`config.mk`:
```
export PLATFORM = sky130hd
export DESIGN_NAME = uart_tx_fifo_param
export DESIGN_NICKNAME = d
export VERILOG_FILES = /design/src/rtl/uart_tx_fifo_param.sv
export SDC_FILE = /design/constraint.sdc
export NUM_CORES = 1
export LEC_CHECK = 0
export BUFFER_PORTS_ARGS = -buffer_cell sky130_fd_sc_hd__buf_2
export CAP_MARGIN = 20
export CORE_MARGIN = 2
export CORE_UTILIZATION = 45
export CTS_BUF_LIST = sky130_fd_sc_hd__clkbuf_4 sky130_fd_sc_hd__clkbuf_8 sky130_fd_sc_hd__clkbuf_16
export CTS_CLUSTER_DIAMETER = 40
export CTS_CLUSTER_SIZE = 40
export DETAILED_ROUTE_END_ITERATION = 7
export HOLD_SLACK_MARGIN = 0.08
export PLACE_DENSITY_LB_ADDON = 0.08
export REMOVE_ABC_BUFFERS = 1
export SLEW_MARGIN = 20
export SYNTH_ARGS = -nofsm -noshare
export SYNTH_HDL_FRONTEND = slang
export SYNTH_SLANG_ARGS = --single-unit
```
`constraint.sdc`:
```
create_clock -name clk -period 3.7 [get_ports clk]
set_clock_uncertainty 0.05 [all_clocks]
set_input_delay 0.555 -clock clk [delete_from_list [all_inputs] [get_ports clk]]
set_output_delay 0.555 -clock clk [all_outputs]
set_load 0.02 [all_outputs]
```
`src/rtl/uart_tx_fifo_param.sv`:
```
// UART transmitter with an integrated baud divider, configurable frame format
// (data bits, parity, stop bits) and a small transmit FIFO for back-to-back frames.
module uart_tx_fifo_param #(
  parameter int unsigned BAUD_DIV   = 5208,
  parameter int unsigned DATA_BITS  = 8,
  parameter int unsigned PARITY     = 0,
  parameter int unsigned STOP_BITS  = 1,
  parameter int unsigned FIFO_DEPTH = 4
) (
  input  logic                          clk,
  input  logic                          rst,
  input  logic                          tx_valid,
  input  logic [DATA_BITS-1:0]          tx_data,
  output logic                          tx_ready,
  output logic                          tx_serial,
  output logic                          busy,
  output logic [$clog2(FIFO_DEPTH):0]   fifo_count,
  output logic                          baud_tick
);

  localparam int unsigned PTR_W  = $clog2(FIFO_DEPTH);
  localparam int unsigned CNT_W  = PTR_W + 1;
  localparam int unsigned BAUD_W = $clog2(BAUD_DIV);
  localparam int unsigned BIT_W  = $clog2(DATA_BITS);

  if (BAUD_DIV < 2 || DATA_BITS < 5 || DATA_BITS > 9 || PARITY > 2 ||
      STOP_BITS < 1 || STOP_BITS > 2 || FIFO_DEPTH < 2 ||
      (FIFO_DEPTH & (FIFO_DEPTH - 1)) != 0) begin : g_param_check
    $error("uart_tx_fifo_param: illegal parameter value");
  end

  typedef enum logic [2:0] {
    S_IDLE,
    S_START,
    S_DATA,
    S_PARITY,
    S_STOP
  } state_t;

  // Transmit FIFO storage and pointers
  logic [DATA_BITS-1:0] mem [FIFO_DEPTH];
  logic [PTR_W-1:0]     wr_ptr;
  logic [PTR_W-1:0]     rd_ptr;
  logic                 push;
  logic                 pop;
  logic                 have_data;
  logic [DATA_BITS-1:0] head;

  // Frame FSM state
  state_t               state_q, state_d;
  logic [BAUD_W-1:0]    baud_q, baud_d;
  logic [BIT_W-1:0]     bit_q, bit_d;
  logic [DATA_BITS-1:0] shift_q, shift_d;
  logic                 par_q, par_d;
  logic                 line_d;
  logic                 busy_d;
  logic                 tick_c;

  assign tx_ready  = (fifo_count != CNT_W'(FIFO_DEPTH));
  assign push      = tx_valid & tx_ready;
  assign have_data = (fifo_count != '0);
  assign head      = mem[rd_ptr];
  assign tick_c    = (state_q != S_IDLE) && (baud_q == BAUD_W'(BAUD_DIV - 1));
  assign baud_tick = tick_c;

  function automatic logic frame_parity(input logic [DATA_BITS-1:0] d);
    return (PARITY == 1) ? ~(^d) : (^d);
  endfunction

  // FIFO pointers and occupancy; pop is only raised while non-empty
  always_ff @(posedge clk) begin
    if (rst) begin
      wr_ptr     <= '0;
      rd_ptr     <= '0;
      fifo_count <= '0;
    end else begin
      if (push) wr_ptr <= wr_ptr + PTR_W'(1);
      if (pop)  rd_ptr <= rd_ptr + PTR_W'(1);
      case ({push, pop})
        2'b10:   fifo_count <= fifo_count + CNT_W'(1);
        2'b01:   fifo_count <= fifo_count - CNT_W'(1);
        default: fifo_count <= fifo_count;
      endcase
    end
  end

  always_ff @(posedge clk) begin
    if (push) mem[wr_ptr] <= tx_data;
  end

  // FSM state and registered line outputs
  always_ff @(posedge clk) begin
    if (rst) begin
      state_q   <= S_IDLE;
      baud_q    <= '0;
      bit_q     <= '0;
      shift_q   <= '0;
      par_q     <= 1'b0;
      tx_serial <= 1'b1;
      busy      <= 1'b0;
    end else begin
      state_q   <= state_d;
      baud_q    <= baud_d;
      bit_q     <= bit_d;
      shift_q   <= shift_d;
      par_q     <= par_d;
      tx_serial <= line_d;
      busy      <= busy_d;
    end
  end

  always_comb begin
    state_d = state_q;
    baud_d  = baud_q;
    bit_d   = bit_q;
    shift_d = shift_q;
    par_d   = par_q;
    pop     = 1'b0;
    line_d  = 1'b1;
    busy_d  = 1'b0;

    if (state_q != S_IDLE) baud_d = tick_c ? '0 : baud_q + BAUD_W'(1);

    case (state_q)
      S_IDLE: begin
        baud_d = '0;
        if (have_data) begin
          pop     = 1'b1;
          shift_d = head;
          par_d   = frame_parity(head);
          bit_d   = '0;
          state_d = S_START;
        end
      end
      S_START: begin
        if (tick_c) begin
          bit_d   = '0;
          state_d = S_DATA;
        end
      end
      S_DATA: begin
        if (tick_c) begin
          shift_d = shift_q >> 1;
          if (bit_q == BIT_W'(DATA_BITS - 1)) begin
            bit_d   = '0;
            state_d = (PARITY != 0) ? S_PARITY : S_STOP;
          end else begin
            bit_d = bit_q + BIT_W'(1);
          end
        end
      end
      S_PARITY: begin
        if (tick_c) begin
          bit_d   = '0;
          state_d = S_STOP;
        end
      end
      S_STOP: begin
        if (tick_c) begin
          if (bit_q == BIT_W'(STOP_BITS - 1)) begin
            bit_d = '0;
            // Chain straight into the next frame when more data is queued
            if (have_data) begin
              pop     = 1'b1;
              shift_d = head;
              par_d   = frame_parity(head);
              state_d = S_START;
            end else begin
              state_d = S_IDLE;
            end
          end else begin
            bit_d = bit_q + BIT_W'(1);
          end
        end
      end
      default: state_d = S_IDLE;
    endcase

    // Line level follows the state being entered so tx_serial stays registered
    case (state_d)
      S_START:  line_d = 1'b0;
      S_DATA:   line_d = shift_d[0];
      S_PARITY: line_d = par_d;
      default:  line_d = 1'b1;
    endcase
    busy_d = (state_d != S_IDLE);
  end

endmodule

```
* Yosys cells after proc, flatten, opt, wreduce, memory -nomap -nowiden
Memories as Yosys holds them, arrays and structs flattened. A register that Yosys moved wholly into a read port is not among the register bits.
Index checks and enable logic that the tools add are counted.
** Word-level totals
- Register bits :: 37
- Latch bits :: 0
- Memory bits (writable) :: 32
- ROM bits :: 0
- Input bits :: 11
- Output and inout bits :: 7
- Word-level logic and storage cells :: 86
- Memories kept :: 1
** Operators by class
- $add $sub $neg :: 6
- Multiply operators :: 0
- Divide/modulo/power cells :: 0
- $lt $le $gt $ge :: 0
- Equality and inequality tests :: 17
- Shift-type cells :: 0
- Multiplexer cells :: 36
- Bitwise gates (word level) :: 1
- Reductions and logical operators :: 14
** Memories
- mem :: depth 4, width 8, rd ports 1, clocked after Yosys merged registers in 1, write ports 1, line 41 : logic [DATA_BITS-1:0] mem [FIFO_DEPTH];
** Operator list (count)
- $mux 3 :: 13
- $mux 8 :: 4
- $pmux 8 s3 :: 1
- $pmux 3 s5 :: 1
- $add 13x1->13 const B :: 1
- $eq 13x13->1 const B :: 1
- $mux 13 :: 1
- $eq 3x2->1 const B :: 4
- $pmux 3 s4 :: 1
- $reduce_bool 3->1 :: 4
- $mux 1 :: 9
- $ne 2x2->1 const B :: 4
- $reduce_xor 8->1 :: 1
- $add 3x1->3 const B :: 2
- $eq 3x1->1 const B :: 2
- $eq 3x3->1 const B :: 2
- $logic_not 3->1 :: 2
- $pmux 3 s2 :: 1
- $reduce_and 5->1 :: 1
- $add 2x1->2 const B :: 2
- $mux 2 :: 2
- $pmux 1 s2 :: 2
- $reduce_and 4->1 :: 1
- $reduce_bool 4->1 :: 1
- 10 further kinds :: 11

* Logic depth before layout (Yosys ltp)
Gate-level depths: netlist of run 1.
- Depth in word-level cells :: 7
- Gate-level depth with buffers :: 12

* Least setup slack after synthesis of run 1
OpenSTA, ideal clock, no wires.
- Kind :: reg-to-reg
- Start point :: register baud_q[0]
- End point :: register fifo_count[2]
- Setup time :: 0.071 ns
- Arrival :: 3.137 ns
- Data required time :: 3.579 ns
- Slack :: 0.443 ns
- Stages on the path, launching flop included :: 12
- Buffers on the path :: 1
- Clock period less this slack :: 3.257 ns
- Cell sequence :: dfxtp_1 -> ha_1 -> or4b_4 -> or4_4 -> a21boi_4 -> buf_6 -> ha_1 -> inv_1 -> fa_1 -> xor2_1 -> or3_1 -> a21oi_1
** On the way
- Longest elaborated chain between the ends :: 6
- Elaborated cells between the ends (all ways) :: 8
- Those cells by class :: 3 x eq/ne; 3 x mux; 2 x reduce/logical
** Ends and longest elaborated chain
- start: declaration :: line 51 : logic [BAUD_W-1:0] baud_q, baud_d;
- start signal: assignment :: line 103 : baud_q <= baud_d;
- $eq 13x13->1 * :: line 63 : assign tick_c = (state_q != S_IDLE) && (baud_q == BAUD_W'(BAUD_DIV - 1));
- $logic_and 1x1->1 * :: line 63
- $mux 1 * :: line 159 : if (tick_c) begin
- $pmux 1 s2 * :: line 124 : case (state_q)
- net pop :: line 45 : logic pop;
- $eq 2x1->1 / $eq 2x2->1 (equally long branches) :: line 79 : case ({push, pop})
- $pmux 3 s2 / $reduce_bool 2->1 (equally long branches)
- end signal: assignment :: line 80 : 2'b10: fifo_count <= fifo_count + CNT_W'(1);
- end signal: assignment :: line 81 : 2'b01: fifo_count <= fifo_count - CNT_W'(1);
- end signal: assignment :: line 82 : default: fifo_count <= fifo_count;
- end: declaration :: line 17 : output logic [$clog2(FIFO_DEPTH):0] fifo_count,
Mark *: on every way through the listed nets, which the timed path passes. The rest lies on a longest branch.
A chain may end at the register's enable or synchronous reset.

* Worst setup path after layout of run 1
- Start point :: register baud_q[0]
- End point :: register fifo_count[2]
** On the way
- Longest elaborated chain between the ends :: 6
- Elaborated cells between the ends (all ways) :: 8
- Those cells by class :: 3 x eq/ne; 3 x mux; 2 x reduce/logical
** Ends and longest elaborated chain (line)
- $eq 13x13->1 * :: 63
- $logic_and 1x1->1 * :: 63
- $mux 1 * :: 159
- $pmux 1 s2 * :: 124
- $eq 2x1->1 / $eq 2x2->1 (equally long branches) :: 79
- $pmux 3 s2 / $reduce_bool 2->1 (equally long branches)
Mark *: on every way between the ends. The rest lies on a longest branch, timed or not.

==> reports/results.txt, run 1 <==
Status - finished clean
Port Buf Inserts - 17
Post-Layout Cell Count - 399
Clock root cell - clkbuf_8
Seq. cell area - 1740 um2
Tmin final - 3270 ps
Seq/Total Area, Yosys - 54.2%
CP max FO - 5
Ys async rst share - 0%
Primary FF master, synth - dfxtp_1
WP data arrival - 3500 ps
Ys Warns - 0
Vias in the first global route - 2044
Worst hold path class - input pin to register
Die height - 88.5 um
Cells after Synth - 278
Slew @ Worst Pin - 644 ps
Power Total - 2.41 mW
Post-Syn Area per Cell - 11.6 um2
Synth cell types - 57
CP startpoint kind - register
CTS buffer count - 9
RR Startpoint - baud_q[0]$_SDFFE_PP0P_
# fillers - 635
DR iter-0 viols - 82
R2r endpoint - fifo_count[2]$_SDFFE_PP0P_
Site row count - 30
H-tree levels - 3
Reg2reg setup slack - 430 ps
Most frequent cells in the layout - dfxtp_1, edfxtp_1, nor2_1
CTS tree - done
CTS Sinks - 71
Total GRT Usage - 17.2%
Total congestion overflow - 0
Worst Setup SP - baud_q[0]$_SDFFE_PP0P_
Post-synth EDFFs - 32
Cell Pwr Density - 673 nW/um2
Hold Startpoint - tx_data[5]
Final wirelength - 5950 um
# resized after CTS - 0
ANT nets after route - 0
Worst skew pair latency - 350 ps
R2R depth - 10
Core area - 6870 um2
CP Class - register to register
Max rail drop VDD - 0.293 mV
Cell Area, Synth - 3220 um2
Area grow syn2layout - 11.2%
DIE AREA - 7840 um2
P_leak - 1.25 nW
Max cap viols - 0
# setup viols final - 0
Normalized max-slew margin - 56.7%
Routability cong. - 0.791
Antenna violations before repair - 0
Fin. max-slew vios - 0
Layout cells sized above 1 - 16.8%
DRT Pass-1 Iters - 4
Multi-input gate area - 1380 um2
Layout Nets - 319
RSZ-0062 raised after global routing - false
Via/cell ratio - 5.36
Worst setup EP type - register
Final period util - 88.5%
DPL Wire Length - 4100 um
Post-Place Cells - 383
Cts hold-fix bufs - 0
Starting Density - 46.8%
Synthesized flop and latch total - 71
Reg clk slew, reported paths - 90 ps
Die width - 88.5 um
Global-route wire length before repair - 10100 um
Setup TNS - 0 ps
Clock Path Buffers - 2
Via count - 2140
Post-CTS setup buffer count - 0
# IOs - 18
Largest net degree at the start of global routing - 25
Hold path depth - 1
Final antenna diode count - 0
DRC Markers - 0
Per-cell routed wire length - 14.9 um
Commonest non-fill, non-tap cell in the layout - dfxtp_1
Final Hold Fails - 0
FMAX - 0.305 GHz
CP Data Required Time - 3920 ps
Setup crit end - fifo_count[2]$_SDFFE_PP0P_
-- kinds of logic (layout without fill, tap and decap cells) --
| kind of cell | count (synthesis) | count (layout) | synth area share (%) |
|---|---|---|---|
| buffers and inverters | 23 | 48 | 2.96 |
| adders and majority gates | 10 | 10 | 4.12 |
| AOI/OAI and AO/OA | 54 | 54 | 12.4 |
| DFF | 71 | 71 | 54.2 |
| and+or+nand+nor | 91 | 91 | 15.0 |
| xor gates and xnor gates | 20 | 20 | 5.45 |
| muxes | 9 | 9 | 5.91 |
-- synth_stat cells (all sizes together) (2+ instances only) --
| cell | number | area, um2 |
|---|---|---|
| nand2b | 2 | 12.5 |
| edfxtp | 32 | 961 |
| and3 | 6 | 37.5 |
| nand3 | 7 | 35.0 |
| nand2 | 16 | 60.1 |
| or3 | 5 | 31.3 |
| mux4 | 8 | 180 |
| o22ai | 6 | 37.5 |
| a21boi | 2 | 26.3 |
| or4b | 2 | 23.8 |
| or4 | 2 | 18.8 |
| dfxtp | 39 | 781 |
| inv | 12 | 45.0 |
| buf | 3 | 20.0 |
| ha | 9 | 113 |
| nor3 | 8 | 40.0 |
| clkbuf | 7 | 26.3 |
| o21ai | 8 | 40.0 |
| xnor2 | 11 | 96.3 |
| nand4 | 3 | 18.8 |
| xor2 | 9 | 78.8 |
| a22oi | 7 | 52.6 |
| nor2 | 29 | 109 |
| a31oi | 3 | 33.8 |
| a21oi | 16 | 91.3 |
| and2 | 2 | 12.5 |
-- stage by stage --
step	setup slack (ps)	utilization, %	area, um2	hold slack (ps)
finish	426	52.0	3570	372
global route	240	52.0	3570	342
floorplan	422	-	3170	380
global placement	519	49.3	3390	397
CTS	413	52.0	3570	345
detailed placement	426	49.3	3390	413
-- sequential cells by signal, indices dropped and copies added, names as in the netlist, named ones only --
signal      count
par_q           1
state_q         3
tx_serial       1
wr_ptr          2
baud_q         13
fifo_count      3
bit_q           3
busy            1
rd_ptr          2
mem            32
shift_q         8
-- metal layers --
layer / global-route usage [%] / vias up / wire (um)
met1: 23.2 / 1008 / 2880
met5: 0 / - / 0
met2: 26.5 / 50 / 2770
met4: 5.79 / 0 / 66
li1: - / 1074 / -
met3: 5.41 / 8 / 229
-- area by class of cell --
| type | instances | area share (%) |
|---|---|---|
| Sequential cell | 71 | 48.7 |
| Multi-Input combinational cell | 184 | 38.6 |
| Clock buffer | 9 | 3.47 |
| Tap cell | 96 | 3.36 |
| Timing Repair Buffer | 19 | 2.80 |
| Clock inverter | 7 | 1.72 |
| Inverter | 13 | 1.37 |
-- worst max-delay path, cell delays in order, from the launching register on --
cell      delay [ps]
dfxtp_1          380
ha_1             250
or4b_4           520
or4_4            580
a21boi_4         200
ha_1             200
inv_1             60
fa_1             370
xor2_1           160
or3_1            300
a21oi_1          130
-- report_power, final --
part / switching [mW] / internal [mW] / total [mW]
logic: 0.406 / 0.363 / 0.769
registers: 0.107 / 0.945 / 1.05
clock network: 0.327 / 0.257 / 0.584
total: 0.840 / 1.57 / 2.41
-- worst min path at each step --
| stage | endpoint | slack [ps] |
|---|---|---|
| 3_5_place_dp | shift_q[4]$_SDFFE_PP0P_ | 410 |
| 6_report | mem[1][5]$_DFFE_PP_ | 370 |
| 5_1_grt | mem[1][6]$_DFFE_PP_ | 340 |
| 4_1_cts | mem[1][6]$_DFFE_PP_ | 340 |
| 3_3_place_gp | baud_q[0]$_SDFFE_PP0P_ | 400 |
| 2_1_floorplan | baud_q[0]$_SDFFE_PP0P_ | 380 |
Note: power is estimated with default switching activity, not from simulation.
==> run 2: changes to the inputs <==
- clock period: 3.7 -> 3 ns (I/O delays scaled with it)
==> reports/results.txt, run 2 (synthesis gave the netlist of run 1 again) <==
Post-Layout Cell Count - 411
Fin. max-slew vios - 0
Reg clk slew, reported paths - 90 ps
CP startpoint kind - register
Per-cell routed wire length - 14.8 um
CP max FO - 2
Layout Nets - 331
H-tree levels - 3
CTS tree - done
Clock root cell - clkbuf_8
Layout cells sized above 1 - 21.3%
Final wirelength - 6100 um
Worst setup EP type - register
DR iter-0 viols - 88
Slowest Stage Delay on Critical Path - 520 ps
Clock Path Buffers - 2
Vias in the first global route - 2041
Total congestion overflow - 0
Post-CTS setup buffer count - 0
Antenna violations before repair - 0
Most used routing layer - met2
Hold path depth - 1
Global-route wire length before repair - 10200 um
Reg2reg setup slack - 30 ps
R2R depth - 10
Die height - 88.5 um
Port Buf Inserts - 17
Via/cell ratio - 5.20
Site row count - 30
CTS buffer count - 9
DIE AREA - 7840 um2
Core area - 6870 um2
Area grow syn2layout - 14.6%
Die width - 88.5 um
Final antenna diode count - 0
Post-route cell area - 3690 um2
WP data arrival - 3200 ps
DRT Pass-1 Iters - 4
Normalized max-slew margin - 54.8%
Fin util - 53.7%
ANT nets after route - 0
Post-Place Cells - 395
Cts hold-fix bufs - 0
Largest regs - mem: 32 flops, baud_q: 13 flops, shift_q: 8 flops
Via count - 2138
Max cap viols - 0
DRC Markers - 0
Grt met1 use - 24.4%
Worst hold path class - input pin to register
Met2 usage - 26.2%
Met3 Resource Use GR - 3.26%
Slowest CP cell - or4_4
Starting Density - 46.8%
Worst Slack Setup Final - 31.7 ps
Final period util - 98.9%
P_leak - 1.31 nW
Largest Register - mem
Max rail drop VDD - 0.392 mV
RSZ-0062 raised after global routing - true
Largest net degree at the start of global routing - 25
Cell Pwr Density - 819 nW/um2
CP Data Required Time - 3230 ps
Setup WS pre-CTS - -14.5 ps
Final Hold Fails - 0
Most frequent cells in the layout - dfxtp_1, edfxtp_1, nor2_1
CTS Sinks - 71
Routability cong. - 0.746
Slew @ Worst Pin - 672 ps
Total GRT Usage - 17.2%
Status - finished clean
FMAX - 0.337 GHz
Tmin final - 2970 ps
# setup viols final - 0
DPL Wire Length - 4210 um
CP Class - register to register
Commonest non-fill, non-tap cell in the layout - dfxtp_1
Max reg flops - 32
Crit-path cells - ha_1 > or4b_4 > or4_4 > a21boi_4 > ha_4 > inv_1 > fa_1 > xor2_1 > or3_1 > a21oi_2
Worst skew pair latency - 350 ps
Placed inst area - 3480 um2
# IOs - 18
==> run 2: cell types whose count changed in the layout (fill, tap and decap cells not counted), moves of 2 or more <==
cell / delta
dfxtp_2: +2
buf_4: +12
inv_6: -3
dfxtp_1: -2
clkinv_4: +2
==> run 2: metal layers <==
metal / routed length [um] / share of wire (%)
met5: 0 / 0
met4: 77 / 1.3
met3: 191 / 3.1
met2: 2750 / 45
met1: 3080 / 50
==> run 2: final timing paths <==
kind,startpoint,to
worst max-delay path,baud_q[0]$_SDFFE_PP0P_,fifo_count[2]$_SDFFE_PP0P_
worst min-delay path,tx_data[6],mem[3][6]$_DFFE_PP_
worst max register to register,baud_q[0]$_SDFFE_PP0P_,fifo_count[2]$_SDFFE_PP0P_
worst min register to register,bit_q[2]$_SDFFE_PP0P_,bit_q[2]$_SDFFE_PP0P_
==> run 2: power by group <==
part           switching (mW)  total, mW  internal, mW
clock network           0.404      0.720         0.317
logic                   0.531       1.01         0.483
registers               0.119       1.29          1.17
==> run 2: cell type report <==
class                   count  area (um2)
clock buffers               9         124
fillers                   638        3180
multi-input cells         184        1400
repair buffers             31         190
inverters                  13        48.8
flip-flops and latches     71        1740
well taps                  96         120
clock inverters             7        63.8
==> run 2: worst max-delay path, delay by kind of cell (launching register included) <==
family | cells | cell delay [ps]
and+or+nand+nor | 3 | 1310
DFF | 1 | 340
buffers and inverters | 1 | 40
adders and majority gates | 3 | 670
xor gates and xnor gates | 1 | 160
AOI/OAI and AO/OA | 2 | 330
==> run 2: repair_timing <==
action,in CTS,in global routing
pin swaps,4,2
resized for setup,3,2
setup endpoints to repair,1,1
==> run 2: per-stage QoR <==
step | setup TNS, ps | hold WS, ps | power [mW]
global route | -113 | 252 | 3.23
global placement | 0 | 409 | 2.29
floorplan | -316 | 380 | 2.03
finish | 0 | 256 | 3.02
CTS | 0 | 250 | 3.03
detailed placement | -14.5 | 412 | 2.30
==> run 3: changes to the inputs <==
- CORE_UTILIZATION: 45 -> 40
==> reports/results.txt, run 3 (synthesis gave the netlist of run 1 again) <==
Via count - 2219
Vias in the first global route - 2162
Final period util - 98.4%
Power Total - 2.97 mW
CTS buffer count - 9
Cts hold-fix bufs - 0
CP Class - register to register
Max rail drop VDD - 0.365 mV
# setup viols final - 0
WL met3 - 248 um
P_leak - 1.32 nW
CP startpoint kind - register
# IOs - 18
Top Layer Used - met4
Worst setup EP type - register
Clock root cell - clkbuf_8
Die height - 93.7 um
Largest regs - mem: 32 flops, baud_q: 13 flops, shift_q: 8 flops
FMAX - 0.339 GHz
Worst skew pair latency - 340 ps
CTS Sinks - 71
Worst Slack Setup Final - 47.6 ps
Global-route wire length before repair - 10300 um
H-tree levels - 3
Setup WS pre-CTS - -3.55 ps
Final wirelength - 6250 um
Starting Density - 41.4%
Via/cell ratio - 5.30
Site row count - 32
Fin. max-slew vios - 0
Antenna violations before repair - 0
CP Data Required Time - 3220 ps
Largest Register - mem
Cell Pwr Density - 805 nW/um2
Status - finished clean
Fin util - 47.5%
Die width - 93.7 um
CTS tree - done
Area grow syn2layout - 14.8%
M1 WL - 2960 um
Setup TNS - 0 ps
Commonest non-fill, non-tap cell in the layout - dfxtp_1
Routability cong. - 0.808
Per-cell routed wire length - 14.9 um
Core area - 7770 um2
CP max FO - 2
Normalized max-slew margin - 58.3%
Worst hold path class - input pin to register
Max reg flops - 32
Tmin final - 2950 ps
WP data arrival - 3180 ps
DRT Pass-1 Iters - 4
Final Hold Fails - 0
Port Buf Inserts - 17
Layout cells sized above 1 - 21.8%
DPL Wire Length - 4340 um
Largest net degree at the start of global routing - 24
DR WL met2 - 2970 um
DR iter-0 viols - 68
Total congestion overflow - 0
Slew @ Worst Pin - 620 ps
Max cap viols - 0
Layout Nets - 333
Most frequent cells in the layout - dfxtp_1, edfxtp_1, nor2_1
DRC Markers - 0
Total GRT Usage - 15.4%
Final antenna diode count - 0
ANT nets after route - 0
DIE AREA - 8770 um2
Reg clk slew, reported paths - 80 ps
Clock Path Buffers - 2
[run 3: per-layer routing]
layer,track usage [%],vias up
met5,0,-
met1,19.5,1073
li1,-,1101
met4,5.68,0
met2,25.1,38
met3,4.41,7
[run 3: repair_timing]
| action | 4_1_cts | 5_1_grt |
|---|---|---|
| hold endpoints to repair | 0 | 0 |
| setup endpoints to repair | 1 | 1 |
| cloned | 0 | 0 |
| resized for setup | 0 | 5 |
| pin swaps | 1 | 3 |
| setup buffers | 0 | 1 |
[run 3: final cells by class]
class / instances / area [um2]
inverter: 13 / 48.8
sequential: 71 / 1740
clock buffer: 9 / 124
tap: 102 / 128
clock inverter: 7 / 56.3
fill: 734 / 4080
multi-input combinational: 184 / 1390
timing repair buffer: 33 / 205
[run 3: worst max-delay path, cell delays in order, from the launching register on]
cell and delay (ps):
dfxtp_2 340, ha_2 170, or4b_4 460, or4_4 560
a21boi_4 150, ha_2 190, inv_1 50, fa_2 330
xor2_1 150, or3_1 300, a21oi_1 130
[run 3: power breakdown]
group / internal, mW / leakage, nW / switching [mW]
Sequential: 1.17 / 0.612 / 0.129
Clock: 0.310 / 0.0858 / 0.384
Combinational: 0.473 / 0.618 / 0.511
[run 3: per-stage QoR]
step	hold WS (ps)	cell area [um2]	instances
floorplan	380	3170	268
global placement	409	3490	402
detailed placement	417	3490	402
CTS	251	3670	418
global route	249	3690	419
finish	272	3690	419
[run 3: worst paths after layout]
check	slack [ps]	end	cells past startpoint	start
worst max-delay path	50	fifo_count[2]$_SDFFE_PP0P_	10	baud_q[0]$_SDFFE_PP0P_
worst min-delay path	270	mem[0][3]$_DFFE_PP_	1	tx_data[3]
worst max register to register	50	fifo_count[2]$_SDFFE_PP0P_	10	baud_q[0]$_SDFFE_PP0P_
worst min register to register	430	shift_q[2]$_SDFFE_PP0P_	2	shift_q[2]$_SDFFE_PP0P_
